===== config.mk =====
export PLATFORM = sky130hd
export DESIGN_NAME = gpio_mmio_bridge
export DESIGN_NICKNAME = d
export VERILOG_FILES = /design/src/rtl/gpio_mmio_pkg.sv /design/src/rtl/gpio_debounce.sv /design/src/rtl/gpio_mmio_bridge.sv
export SDC_FILE = /design/constraint.sdc
export NUM_CORES = 1
export LEC_CHECK = 0
export BUFFER_PORTS_ARGS = -buffer_cell sky130_fd_sc_hd__clkbuf_2
export CAP_MARGIN = 5
export CORE_MARGIN = 2
export CORE_UTILIZATION = 42
export DETAILED_ROUTE_END_ITERATION = 8
export HOLD_SLACK_MARGIN = 0.08
export PLACE_DENSITY_LB_ADDON = 0.1
export SYNTH_ARGS = -nofsm -noshare
export SYNTH_HDL_FRONTEND = slang
export SYNTH_HIERARCHICAL = 1
export SYNTH_SLANG_ARGS = --single-unit
export TNS_END_PERCENT = 100

===== constraint.sdc =====
create_clock -name clk -period 2.23 [get_ports clk]
set_input_delay 0.1115 -clock clk [delete_from_list [all_inputs] [get_ports clk]]
set_output_delay 0.1115 -clock clk [all_outputs]
set_load 0.005 [all_outputs]

===== src/rtl/gpio_mmio_pkg.sv =====
// rtl/gpio_mmio_pkg.sv - shared addresses and debouncer state type for the GPIO MMIO bridge
package gpio_mmio_pkg;

    localparam logic [31:0] DEF_OUT_ADDR    = 32'h1001_0024;
    localparam logic [31:0] DEF_IN_ADDR     = 32'h1001_0028;
    localparam logic [31:0] DEF_STATUS_ADDR = 32'h1001_002C;

    typedef enum logic {
        STABLE   = 1'b0,
        COUNTING = 1'b1
    } dbState_t;

endpackage


===== src/rtl/gpio_debounce.sv =====
// rtl/gpio_debounce.sv - two-flop synchronizer plus whole-byte debouncer
//   clk     : rising-edge clock
//   reset   : asynchronous active-low reset
//   raw     : asynchronous input pins
//   db      : debounced input byte
//   changed : high in the cycle whose rising edge loads a new db value
module gpio_debounce
    import gpio_mmio_pkg::*;
#(
    parameter int DEBOUNCE_CYCLES = 4
) (
    input  logic       clk,
    input  logic       reset,
    input  logic [7:0] raw,
    output logic [7:0] db,
    output logic       changed
);

    localparam logic [7:0] CNT_MAX = 8'(DEBOUNCE_CYCLES);

    logic [7:0] sync1;
    logic [7:0] inSync;
    logic [7:0] cnt;
    dbState_t   state;

    // Combinational so the flag in the top sets on the same edge that db loads.
    assign changed = (state == COUNTING) && (inSync != db) && (cnt == CNT_MAX);

    always_ff @(posedge clk or negedge reset) begin
        if (!reset) begin
            sync1  <= 8'h00;
            inSync <= 8'h00;
            db     <= 8'h00;
            cnt    <= 8'h00;
            state  <= STABLE;
        end else begin
            sync1  <= raw;
            inSync <= sync1;
            case (state)
                STABLE: begin
                    if (inSync != db) begin
                        state <= COUNTING;
                        cnt   <= 8'd1;
                    end
                end
                COUNTING: begin
                    // A new differing value mid-count keeps counting: only
                    // agreement with db counts as a rejected glitch.
                    if (inSync == db) begin
                        state <= STABLE;
                        cnt   <= 8'h00;
                    end else if (cnt < CNT_MAX) begin
                        cnt <= cnt + 8'd1;
                    end else begin
                        db    <= inSync;
                        state <= STABLE;
                        cnt   <= 8'h00;
                    end
                end
                default: begin
                    state <= STABLE;
                    cnt   <= 8'h00;
                end
            endcase
        end
    end

endmodule


===== src/rtl/gpio_mmio_bridge.sv =====
// rtl/gpio_mmio_bridge.sv - memory-mapped GPIO output, debounced input and change flag
//   clk, reset   : clock and asynchronous active-low reset
//   Address      : core data address
//   WriteData    : core store data
//   MemWrite     : core store strobe
//   MemReadData  : read data from memory, returned for non-GPIO addresses
//   gpio_in      : asynchronous input pins
//   ReadData     : combinational read data to the core
//   MemWriteOut  : store strobe to memory, suppressed for GPIO addresses
//   gpio_out     : registered output pins
//   change_irq   : level, set when the debounced input changes
module gpio_mmio_bridge
    import gpio_mmio_pkg::*;
#(
    parameter logic [31:0] OUT_ADDR        = DEF_OUT_ADDR,
    parameter logic [31:0] IN_ADDR         = DEF_IN_ADDR,
    parameter logic [31:0] STATUS_ADDR     = DEF_STATUS_ADDR,
    parameter int          DEBOUNCE_CYCLES = 4
) (
    input  logic        clk,
    input  logic        reset,
    input  logic [31:0] Address,
    input  logic [31:0] WriteData,
    input  logic        MemWrite,
    input  logic [31:0] MemReadData,
    input  logic [7:0]  gpio_in,
    output logic [31:0] ReadData,
    output logic        MemWriteOut,
    output logic [7:0]  gpio_out,
    output logic        change_irq
);

    logic       hitOut;
    logic       hitIn;
    logic       hitStatus;
    logic       hit;
    logic [7:0] inDb;
    logic       dbChanged;
    logic       flag;
    logic       unusedWdata;

    assign hitOut    = (Address == OUT_ADDR);
    assign hitIn     = (Address == IN_ADDR);
    assign hitStatus = (Address == STATUS_ADDR);
    assign hit       = hitOut | hitIn | hitStatus;

    assign MemWriteOut = MemWrite & ~hit;
    assign change_irq  = flag;
    assign unusedWdata = &{1'b0, WriteData[31:8]};

    gpio_debounce #(
        .DEBOUNCE_CYCLES(DEBOUNCE_CYCLES)
    ) uDebounce (
        .clk    (clk),
        .reset  (reset),
        .raw    (gpio_in),
        .db     (inDb),
        .changed(dbChanged)
    );

    always_ff @(posedge clk or negedge reset) begin
        if (!reset) begin
            gpio_out <= 8'h00;
            flag     <= 1'b0;
        end else begin
            if (MemWrite && hitOut) begin
                gpio_out <= WriteData[7:0];
            end
            // Set has priority so a change landing on a clear is never lost.
            if (dbChanged) begin
                flag <= 1'b1;
            end else if (MemWrite && hitStatus && WriteData[0]) begin
                flag <= 1'b0;
            end
        end
    end

    always_comb begin
        ReadData = MemReadData;
        if (hitOut) begin
            ReadData = {24'h0, gpio_out};
        end else if (hitIn) begin
            ReadData = {24'h0, inDb};
        end else if (hitStatus) begin
            ReadData = {31'h0, flag};
        end
    end

endmodule


## Word-level counts from Yosys, hierarchy flattened

Cells that the tools add are included.

| cells by class | value |
|---|---|
| add/subtract/negate cells | 1 |
| order comparisons | 1 |
| eq/ne operators | 7 |
| muxes and demuxes | 13 |
| bitwise gates (word level) | 7 |
| reduce and logical (&&, ||, !) cells | 7 |

Operators with widths:

| kind | count |
|---|---|
| $eq 32x29->1 const B | 3 |
| $mux 32 | 3 |
| $mux 8 | 3 |
| $pmux 8 s2 | 1 |
| $add 8x1->8 const B | 1 |
| $eq 8x3->1 const B | 1 |
| $eq 8x8->1 | 1 |
| $lt 8x3->1 const B | 1 |
| $ne 8x8->1 | 1 |
| $logic_and 1x1->1 | 5 |
| $mux 1 | 5 |
| $not 1->1 | 4 |
| $reduce_and 3->1 | 1 |
| $ne 2x1->1 const B | 1 |
| $or 1x1->1 | 2 |
| $pmux 1 s2 | 1 |
| $reduce_bool 2->1 | 1 |
| $and 1x1->1 | 1 |

| word-level totals | value |
|---|---|
| register bits after elaboration | 42 |
| input bits | 107 |
| output and inout bits | 42 |
| word-level logic and storage cells | 43 |

## Depth between registers and ports, before layout

Gate-level depths: netlist of run 1.

| depth | value |
|---|---|
| depth after elaboration | 5 |
| gate-level depth with buffers | 6 |
| depth with buffers taken out | 5 |

## By module

The synthesis of run 1 kept the hierarchy.

By module, submodules not included:

| module | times used | cells each | area an instance (sq um) | sequential area each (sq um) |
|---|---|---|---|---|
| gpio_debounce | 1 | 79 | 1,236.2 | 825.8 |
| gpio_mmio_bridge | 1 | 106 | 978.4 | 225.2 |

## Least setup slack after synthesis of run 1

No wires, ideal clock.

| timing | value |
|---|---|
| path type | reg-to-reg |
| start | register uDebounce.cnt[6] |
| end | register uDebounce.db[0] |
| setup time | 0.125 ns |
| arrival time | 1.594 ns |
| required time | 2.105 ns |
| path slack | 0.511 ns |
| cell stages (with the launch flop) | 6 |
| path buffers | 1 |
| period minus slack after synthesis | 1.719 ns |
| cell sequence | dfrtp_1 > or4_4 > o21ai_2 > o21ba_1 > buf_6 > mux2_4 |

| between the ends | value |
|---|---|
| cells in the longest elaborated chain, start to end | 3 |

Ends and longest elaborated chain:

| item | line | text |
|---|---|---|
| from (decl) | gpio_debounce.sv:23 | `logic [7:0] cnt;` |
| from (signal assigned) | gpio_debounce.sv:53 | `cnt <= cnt + 8'd1;` |
| $lt 8x3->1 | gpio_debounce.sv:52 | `end else if (cnt < CNT_MAX) begin` |
| $not 1->1 (no line) | n/a |  |
| $reduce_and 3->1 (no line) | n/a |  |
| to (signal assigned) | gpio_debounce.sv:55 | `db <= inSync;` |
| to (decl) | gpio_debounce.sv:15 | `output logic [7:0] db,` |

No other way between the ends.
A chain may end at the register's enable or synchronous reset.

## Worst setup path in the final report of run 1

| timing | value |
|---|---|
| start | input port Address[13] |
| end | output port ReadData[5] |

| between the ends | value |
|---|---|
| cells in the longest elaborated chain, start to end | 4 |
| elaborated cells on any way between the ends | 6 |
| classes of those cells | eq/ne: 3; mux: 3 |

Ends and longest elaborated chain:

| item | line | text |
|---|---|---|
| from (decl) | gpio_mmio_bridge.sv:22 | `input logic [31:0] Address,` |
| $eq 32x29->1 | gpio_mmio_bridge.sv:44 | `assign hitStatus = (Address == STATUS_ADDR);` |
| $mux 32 | gpio_mmio_bridge.sv:84 | `end else if (hitStatus) begin` |
| $mux 32 | gpio_mmio_bridge.sv:82 | `end else if (hitIn) begin` |
| $mux 32 (*) | gpio_mmio_bridge.sv:80 | `if (hitOut) begin` |
| to (decl) | gpio_mmio_bridge.sv:27 | `output logic [31:0] ReadData,` |

Every way passes the cells marked *; elsewhere a longest branch is shown, timed or not.

==> results of run 1 <==
[final timing paths]
kind,end,depth (start not counted)
max,ReadData[5],7
min,change_irq,5
max reg2reg,uDebounce/db[3],4
min reg2reg,uDebounce/inSync[4],0
max in group asynchronous,uDebounce/inSync[0],3
min in group asynchronous,uDebounce/cnt[0],2
[routing by layer]
layer | track usage [%] | wire length, um
met1 | 22.20 | 2204
met4 | 6.545 | 80
met5 | 0 | 0
met3 | 5.569 | 366
met2 | 30.88 | 2622
[layout make-up]
| cell class | instances | area (sq um) | area share [%] |
|---|---|---|---|
| repair buffers | 145 | 820.8 | 25.94 |
| clock inverters | 1 | 5.005 | 0.1582 |
| clock buffers | 7 | 86.33 | 2.728 |
| well taps | 70 | 87.58 | 2.768 |
| inverters | 3 | 11.26 | 0.3559 |
| multi-input cells | 132 | 1102 | 34.84 |
| flip-flops and latches | 42 | 1051 | 33.21 |
[sequential cells by signal, indices dropped and copies added (netlist names)]
register and cells:
uDebounce/cnt 8, uDebounce/state 1, uDebounce/sync1 8, uDebounce/db 8
change_irq 1, uDebounce/inSync 8, gpio_out 8
[worst max-delay path: stages]
cell      delay [ps]
clkbuf_2          80
nor4_1           380
nand4_2          210
buf_4            240
nor4b_4          400
a221o_1          230
clkbuf_2         120
[report_power, final]
part           leakage (nW)  switching [mW]  internal, mW
logic                  1.03           0.236         0.416
registers             0.517           0.130         0.891
clock network        0.0482           0.240         0.250
total                  1.60           0.605          1.56
[synthesized netlist by cell type, types with 2 or more instances]
library cell	number	area (sq um)
a221o_1	7	70.07
and2_2	2	15.01
nor4b_2	2	30.03
xnor2_1	8	70.07
mux2_2	8	90.09
nor2b_1	26	162.7
nand4_1	2	12.51
ha_1	2	25.02
nor4_4	3	63.81
nor4b_4	2	47.55
nor4_1	2	12.51
or2_2	2	12.51
buf_4	2	15.01
mux2_4	8	120.1
and2_1	4	25.02
dfrtp_1	42	1051
o31ai_1	10	75.07
nand2_1	18	67.56
nor2_1	5	18.77
inv_1	3	11.26
buf_2	4	20.02
[layout by cell type, fill, tap and decap left out, drive strengths merged]
cell type,synthesis,layout
clkbuf,1,131
o21ba,1,1
clkinv,0,1
buf,7,4
o21ai,2,2
or4,2,2
o41ai,1,1
nor3,2,2
a22oi,1,1
nor4,6,6
dlygate4sd3,0,17
nand2,18,18
nor2,5,5
and2,6,6
a22o,1,1
nand3b,1,1
ha,2,2
inv,3,3
or2,3,3
dfrtp,42,42
o2111ai,1,1
nor4b,4,4
nor3b,1,1
o31ai,10,10
nand2b,1,1
a21oi,1,1
nand3,1,1
nor2b,26,26
mux2,16,16
o21a,1,1
xnor2,8,8
nand4,4,4
a221o,7,7
[cell families (layout without fill, tap and decap cells)]
family,after synthesis,in the layout,synth area share [%]
adders and majority gates,2,2,1.130
AOI/OAI and AO/OA,26,26,9.718
buffers and inverters,11,156,2.768
DFF,42,42,47.46
and+or+nand+nor,80,80,26.27
xor gates and xnor gates,8,8,3.164
muxes,16,16,9.492
==> metrics.cfg, run 1 <==
[clocking]
path_clk_slew_ps = 70
cts_setup_buffers = 0
cts.path.max_buffers = 2
clock-sinks = 42
ctsHoldBuffers = 17
clkLatencyLatePin_ps = 290
cts_root_buffer = clkbuf_8
cts_buffers = 5
htree_levels = 2
tritoncts = done
cts_resized = 0

[sta]
setup_viol = 0
fmax_mhz = 527.1
hold_viol = 0
holdWs_ps = 242.4
worst_clock_skew_ps = 1.683
worst_slack_ps = 332.7
final_max_slew_viol_count = 0
period_share_pct = 85.08
tightest_slew_ps = 558.0
setup_tns_ps = 0
relSlewSlack_pct = 62.52
period_minus_slack_ps = 1897
rsz0062_at_grt = no

[drt]
wire_per_inst_um = 13.18
num_vias = 1867
drc_errors = 0
antenna_left = 0
drtIter0Drc = 71
dr.pass1.iters = 4
avgViaCountPerCell = 4.668
drt-total-wl_um = 5273

[global_route]
grt_pass1_vias = 1776
overflow = 0
track_usage_pct = 18.33
grt_pass1_wl_um = 8507
grt_antenna_before_repair = 0
grt_start_max_net_pins = 26

[place]
dp_slack_ps = 326.6
dp_cells = 375
io_buffer_count = 124
place_area_sq_um = 2903
gp_congestion = 0.7856
dp_hpwl_um = 4075

[floorplanning]
start_util_pct = 43.36
fp.coreArea_sq_um = 5107
die_area_sq_um = 5870
num_rows = 26
die_h_um = 76.62
num_io_pins = 149
die_w_um = 76.62

[finish]
fin_cells = 400
layout.nets = 438
post-route-util_pct = 61.95
n_antenna_cell = 0
design_area_sq_um = 3164
syn_to_final_growth_pct = 42.88
n_fill_cell = 461
drive_above_1_share_pct = 51.21

[worst_hold_path]
hold_path_class = in -> reg
min-delay-start = Address[8]

[synthesis]
ys_async_sr_fraction_pct = 100.0
synth_edf_count = 0
synth.distinct_cells = 44
synth_area_sq_um = 2215
post_synth.cell_area_avg_sq_um = 11.97
yosys_warnings = 6
synth-seq-cells = 42
ys_seq_area_share_pct = 47.46
syn-num-nets = 294
syn_inst = 185
yosys_most_used_dff = dfrtp_1

[setup_path]
crit_required_ps = 2120
rrSetupSlack_ps = 360
critPathLaunchType = primary input
cp-end-kind = output port
cp_data_arrival_time_ps = 1790
r2r-start = uDebounce/cnt[6]
critPathKind = in -> out
cp-startpoint = Address[13]
cp_max_fo = 11

[pwr]
irDropWorstVdd_uv = 695.6
finalPower_mw = 2.162
p_per_area_nw_per_um2 = 683.3
p_leak_nw = 1.595

[run_status]
status = complete, no violations

[flow_run]
maxCapViolCount = 0

No activity file was read; power rests on OpenSTA's default activity.
==> inputs of run 2 (changes only) <==
--- a/config.mk
+++ b/config.mk
@@ -11,6 +11,7 @@
 export CORE_UTILIZATION = 42
 export DETAILED_ROUTE_END_ITERATION = 8
 export HOLD_SLACK_MARGIN = 0.08
+export MAX_ROUTING_LAYER = met4
 export PLACE_DENSITY_LB_ADDON = 0.1
 export SYNTH_ARGS = -nofsm -noshare
 export SYNTH_HDL_FRONTEND = slang
==> run 2 against run 1 <==
Compared with the run above:
- maximum frequency grew 0.13%
- via count grew 0.37%
- first-iteration DRC count grew 20%
- clock power shrank 1%
- non-clock buffer count is the same
- sequential share of layout area is the same
- critical path type unchanged
==> metrics.cfg, run 2 (synthesis gave the netlist of run 1 again) <==
[clocking]
cts_setup_buffers = 0
cts_resized = 0
cts_root_buffer = clkbuf_8
clock-sinks = 42
htree_levels = 2
tritoncts = done
cts_buffers = 5
path_clk_slew_ps = 70
cts.path.max_buffers = 2
clkLatencyLatePin_ps = 280

[pwr]
p_per_area_nw_per_um2 = 681.5
p_leak_nw = 1.595
finalPower_mw = 2.157
irDropWorstVdd_uv = 693.7

[drt]
drt-total-wl_um = 5309
avgViaCountPerCell = 4.685
wire_per_inst_um = 13.27
dr.pass1.iters = 4
antenna_left = 0
drtIter0Drc = 85
drc_errors = 0
num_vias = 1874

[global_route]
grt_start_max_net_pins = 26
grt_antenna_before_repair = 0
grt_pass1_vias = 1783
overflow = 0
track_usage_pct = 18.85
grt_pass1_wl_um = 8507

[sta]
worst_clock_skew_ps = 2.768
setup_tns_ps = 0
tightest_slew_ps = 545.6
setup_viol = 0
rsz0062_at_grt = no
hold_viol = 0
relSlewSlack_pct = 63.35
period_share_pct = 84.97
final_max_slew_viol_count = 0
period_minus_slack_ps = 1895
fmax_mhz = 527.8

[finish]
final_common_cell = clkbuf_2
n_antenna_cell = 0
drive_above_1_share_pct = 51.21
syn_to_final_growth_pct = 42.88
layout.nets = 438
final_cell_mix = clkbuf_2 (124), dfrtp_1 (42), nor2b_1 (26), nand2_1 (18), dlygate4sd3_1 (17)

[worst_hold_path]
hold_path_class = in -> reg
min-delay-start = Address[8]

[floorplanning]
die_h_um = 76.62
num_io_pins = 149
num_rows = 26
fp.coreArea_sq_um = 5107
die_w_um = 76.62
die_area_sq_um = 5870
start_util_pct = 43.36

[setup_path]
cp-end-kind = output port
slowest_stage = nor4b_4
crit_path_frequent_cell = clkbuf_2
cp_data_arrival_time_ps = 1780
cp_max_fo = 11
crit_required_ps = 2120
cp_slowest_stage_delay_ps = 400
critPathKind = in -> out
r2r-start = uDebounce/cnt[6]
critPathLaunchType = primary input
cp-startpoint = Address[13]
crit_chain = clkbuf_2, nor4_1, nand4_2, buf_4, nor4b_4, a221o_1, clkbuf_2

[flow_run]
maxCapViolCount = 0

[place]
io_buffer_count = 124
gp_congestion = 0.7965
dp_hpwl_um = 4075

[run_status]
status = complete, no violations

==> run 2: cell counts in the layout (fill, tap and decap cells not counted) <==
No cell type changed its count.
==> run 2: through the flow <==
stage | hold WS, ps | util (%) | cells | instance area [sq um] | setup slack (ps)
final | 248.0 | 61.95 | 400 | 3164 | 335.2
after floorplan | -184.1 | - | 185 | 2215 | 511.1
after CTS | 235.4 | 61.95 | 400 | 3164 | 307.3
after detailed placement | 93.17 | 56.83 | 375 | 2903 | 326.6
after global routing | 292.4 | 61.95 | 400 | 3164 | 181.3
after global placement | 90.04 | 56.83 | 375 | 2903 | 310.5
==> run 2: power breakdown <==
part           internal (mW)  total (mW)  leakage (nW)  switching (mW)
Sequential             0.891        1.02         0.517           0.130
Clock                  0.249       0.483        0.0482           0.233
Combinational          0.416       0.653          1.03           0.236
Total                   1.56        2.16          1.60           0.600
==> run 2: area by class of cell <==
type	instances	area, sq um
clock buffer	7	86.33
clock inverter	1	5.005
fill	461	1943
inverter	3	11.26
multi-input combinational	132	1102
sequential	42	1051
tap	70	87.58
timing repair buffer	145	820.8
==> run 2: worst paths after layout <==
path | endpoint | slack, ps | cells past startpoint
max | ReadData[5] | 340 | 7
min | change_irq | 250 | 5
max reg2reg | uDebounce/db[3] | 360 | 4
min reg2reg | uDebounce/inSync[4] | 350 | 0
max in group asynchronous | uDebounce/inSync[0] | 1250 | 3
min in group asynchronous | uDebounce/cnt[0] | 310 | 2
==> run 2: timing repair <==
item                                    CTS  global route
hold endpoints to repair                 35             0
hold buffers                             17             0
endpoints found under the setup margin    0             0
==> run 2: layer usage <==
metal  global-route usage, %  wire (um)
met4                   6.545         53
met3                   5.569        372
met2                   30.88       2660
met5                       -          0
met1                   22.20       2222
==> run 2: critical path: cells and delay by family <==
family          cells  cell delay [ps]
compound gates      1              230
buf+inv             3              440
simple gates        3              990
==> inputs of run 3 (changes only) <==
--- a/config.mk
+++ b/config.mk
@@ -8,7 +8,7 @@
 export BUFFER_PORTS_ARGS = -buffer_cell sky130_fd_sc_hd__clkbuf_2
 export CAP_MARGIN = 5
 export CORE_MARGIN = 2
-export CORE_UTILIZATION = 42
+export CORE_UTILIZATION = 38
 export DETAILED_ROUTE_END_ITERATION = 8
 export HOLD_SLACK_MARGIN = 0.08
 export MAX_ROUTING_LAYER = met4
==> constraint.sdc (replaced) <==
create_clock -name clk -period 1.55 [get_ports clk]
set_input_delay 0.0775 -clock clk [delete_from_list [all_inputs] [get_ports clk]]
set_output_delay 0.0775 -clock clk [all_outputs]
set_load 0.005 [all_outputs]
==> run 3 against run 2 <==
Compared with the run above:
- the run now ends with setup timing left
- clock skew rose by 2.0 ps
- critical path depth decreased by 3
- critical path type is now reg -> reg
- routed wire length up 17%
- first-iteration DRC count is 15% higher
- global-route usage fell by 0.18 points
- largest cell class unchanged
- largest power group unchanged
- worst setup slack worse by 500 ps
- non-clock buffer count rose by 36
- cell area rose by 17%
==> metrics.cfg, run 3 (synthesis gave the netlist of run 1 again) <==
[worst_hold_path]
hold_path_class = in -> reg

[place]
io_buffer_count = 124
dp_hpwl_um = 4555
gp_congestion = 0.8198
place_area_sq_um = 3153
dp_slack_ps = -284.8

[finish]
register_area_sq_um = 1051
post-route-util_pct = 66.15
layout.nets = 474
design_area_sq_um = 3687
syn_to_final_growth_pct = 66.50
drive_above_1_share_pct = 59.56
final_cell_mix = clkbuf_2 (115), dfrtp_1 (42), buf_4 (29), nor2b_1 (22), nand2_1 (18)
multiInputGateArea_sq_um = 1241
n_antenna_cell = 0
n_fill_cell = 438
final_common_cell = clkbuf_2

[pwr]
irDropWorstVdd_uv = 758.7
p_per_area_nw_per_um2 = 943.3
finalPower_mw = 3.478
p_leak_nw = 1.852

[drt]
drc_errors = 0
num_vias = 2096
antenna_left = 0
wire_per_inst_um = 14.19
avgViaCountPerCell = 4.785
drtIter0Drc = 98
dr.pass1.iters = 4
drt-total-wl_um = 6216

[sta]
period_minus_slack_ps = 1719
setup_tns_ps = -3325
period_share_pct = 110.9
rsz0062_at_grt = yes
tightest_slew_ps = 533.5
worst_clock_skew_ps = 4.788
fmax_mhz = 581.9
worst_slack_ps = -168.6
hold_viol = 0
setup_viol = 41
relSlewSlack_pct = 64.43
final_max_slew_viol_count = 0

[global_route]
met2_usage_pct = 32.42
grt_antenna_before_repair = 0
use_met1_pct = 22.48
grt_pass1_wl_um = 9156
grt_start_max_net_pins = 26
track_usage_pct = 18.67
grt_use_met3_pct = 3.820
grt_pass1_vias = 1893
busiest_layer = met2
overflow = 0

[setup_path]
crit_required_ps = 1740
critPathKind = reg -> reg
cp-end-kind = register
cp_max_fo = 8
critPathLaunchType = register
rrSetupSlack_ps = -170
cp_data_arrival_time_ps = 1900

[floorplanning]
die_h_um = 80.34
num_rows = 27
start_util_pct = 39.73
num_io_pins = 149
die_area_sq_um = 6455
die_w_um = 80.34
fp.coreArea_sq_um = 5574

[run_status]
status = complete, but fails checks
violations = setup timing

[clocking]
path_clk_slew_ps = 80
htree_levels = 2
cts_root_buffer = clkbuf_8
cts.path.max_buffers = 2
tritoncts = done
cts_buffers = 5
clkLatencyLatePin_ps = 290
clock-sinks = 42

[flow_run]
maxCapViolCount = 0

[run 3: changes by cell type in the layout (fill, tap and decap cells not counted), moves of 6 or more]
cell / previous run / this run
mux2_4: 8 / 14
mux2_2: 8 / 2
buf_4: 4 / 29
buf_6: 0 / 9
buf_2: 0 / 6
clkbuf_2: 124 / 115
[run 3: critical path: stages (launching register included)]
cell and delay, ps:
dfrtp_1 390, or4_4 550, o21ai_2 140, o21ba_4 230, mux2_4 310
[run 3: layer usage]
layer	routed length (um)	vias to the layer above
met5	0	-
met3	452	4
met2	3182	83
met4	33	0
met1	2548	987
li1	-	1022
[run 3: stage by stage]
step                      hold WS, ps  std cells
after floorplan                -218.1        185
after global placement          74.91        404
after detailed placement        91.86        404
after CTS                       277.8        432
after global routing            320.8        438
final                           279.5        438
[run 3: path summary, 6_finish.rpt]
kind | to | from | depth (start not counted)
setup / recovery | uDebounce/db[7] | uDebounce/cnt[6] | 4
hold / removal | change_irq | MemWrite | 4
setup reg to reg | uDebounce/db[7] | uDebounce/cnt[6] | 4
hold reg to reg | uDebounce/inSync[3] | uDebounce/sync1[3] | 0
max in group asynchronous | uDebounce/state | reset | 3
min in group asynchronous | gpio_out[2] | reset | 2
[run 3: timing repair]
| action | 4_1_cts | 5_1_grt |
|---|---|---|
| endpoints found under the setup margin | 42 | 56 |
| setup buffers | 4 | 3 |
| gates resized for setup | 14 | 31 |
| hold buffers | 17 | 0 |
| gates cloned | 0 | 3 |
| hold endpoints to repair | 36 | 0 |
| pin swaps | 6 | 9 |
[run 3: cell type report]
type                    count  area share, %
repair buffers            181          32.54
well taps                  72          2.443
clock inverters             3         0.6787
flip-flops and latches     42          28.50
inverters                   3         0.3054
multi-input cells         132          33.66
clock buffers               5          1.866
[run 3: power breakdown]
group	total [mW]	switching [mW]	internal [mW]
clock network	0.723	0.398	0.325
logic	1.35	0.511	0.835
registers	1.41	0.128	1.28
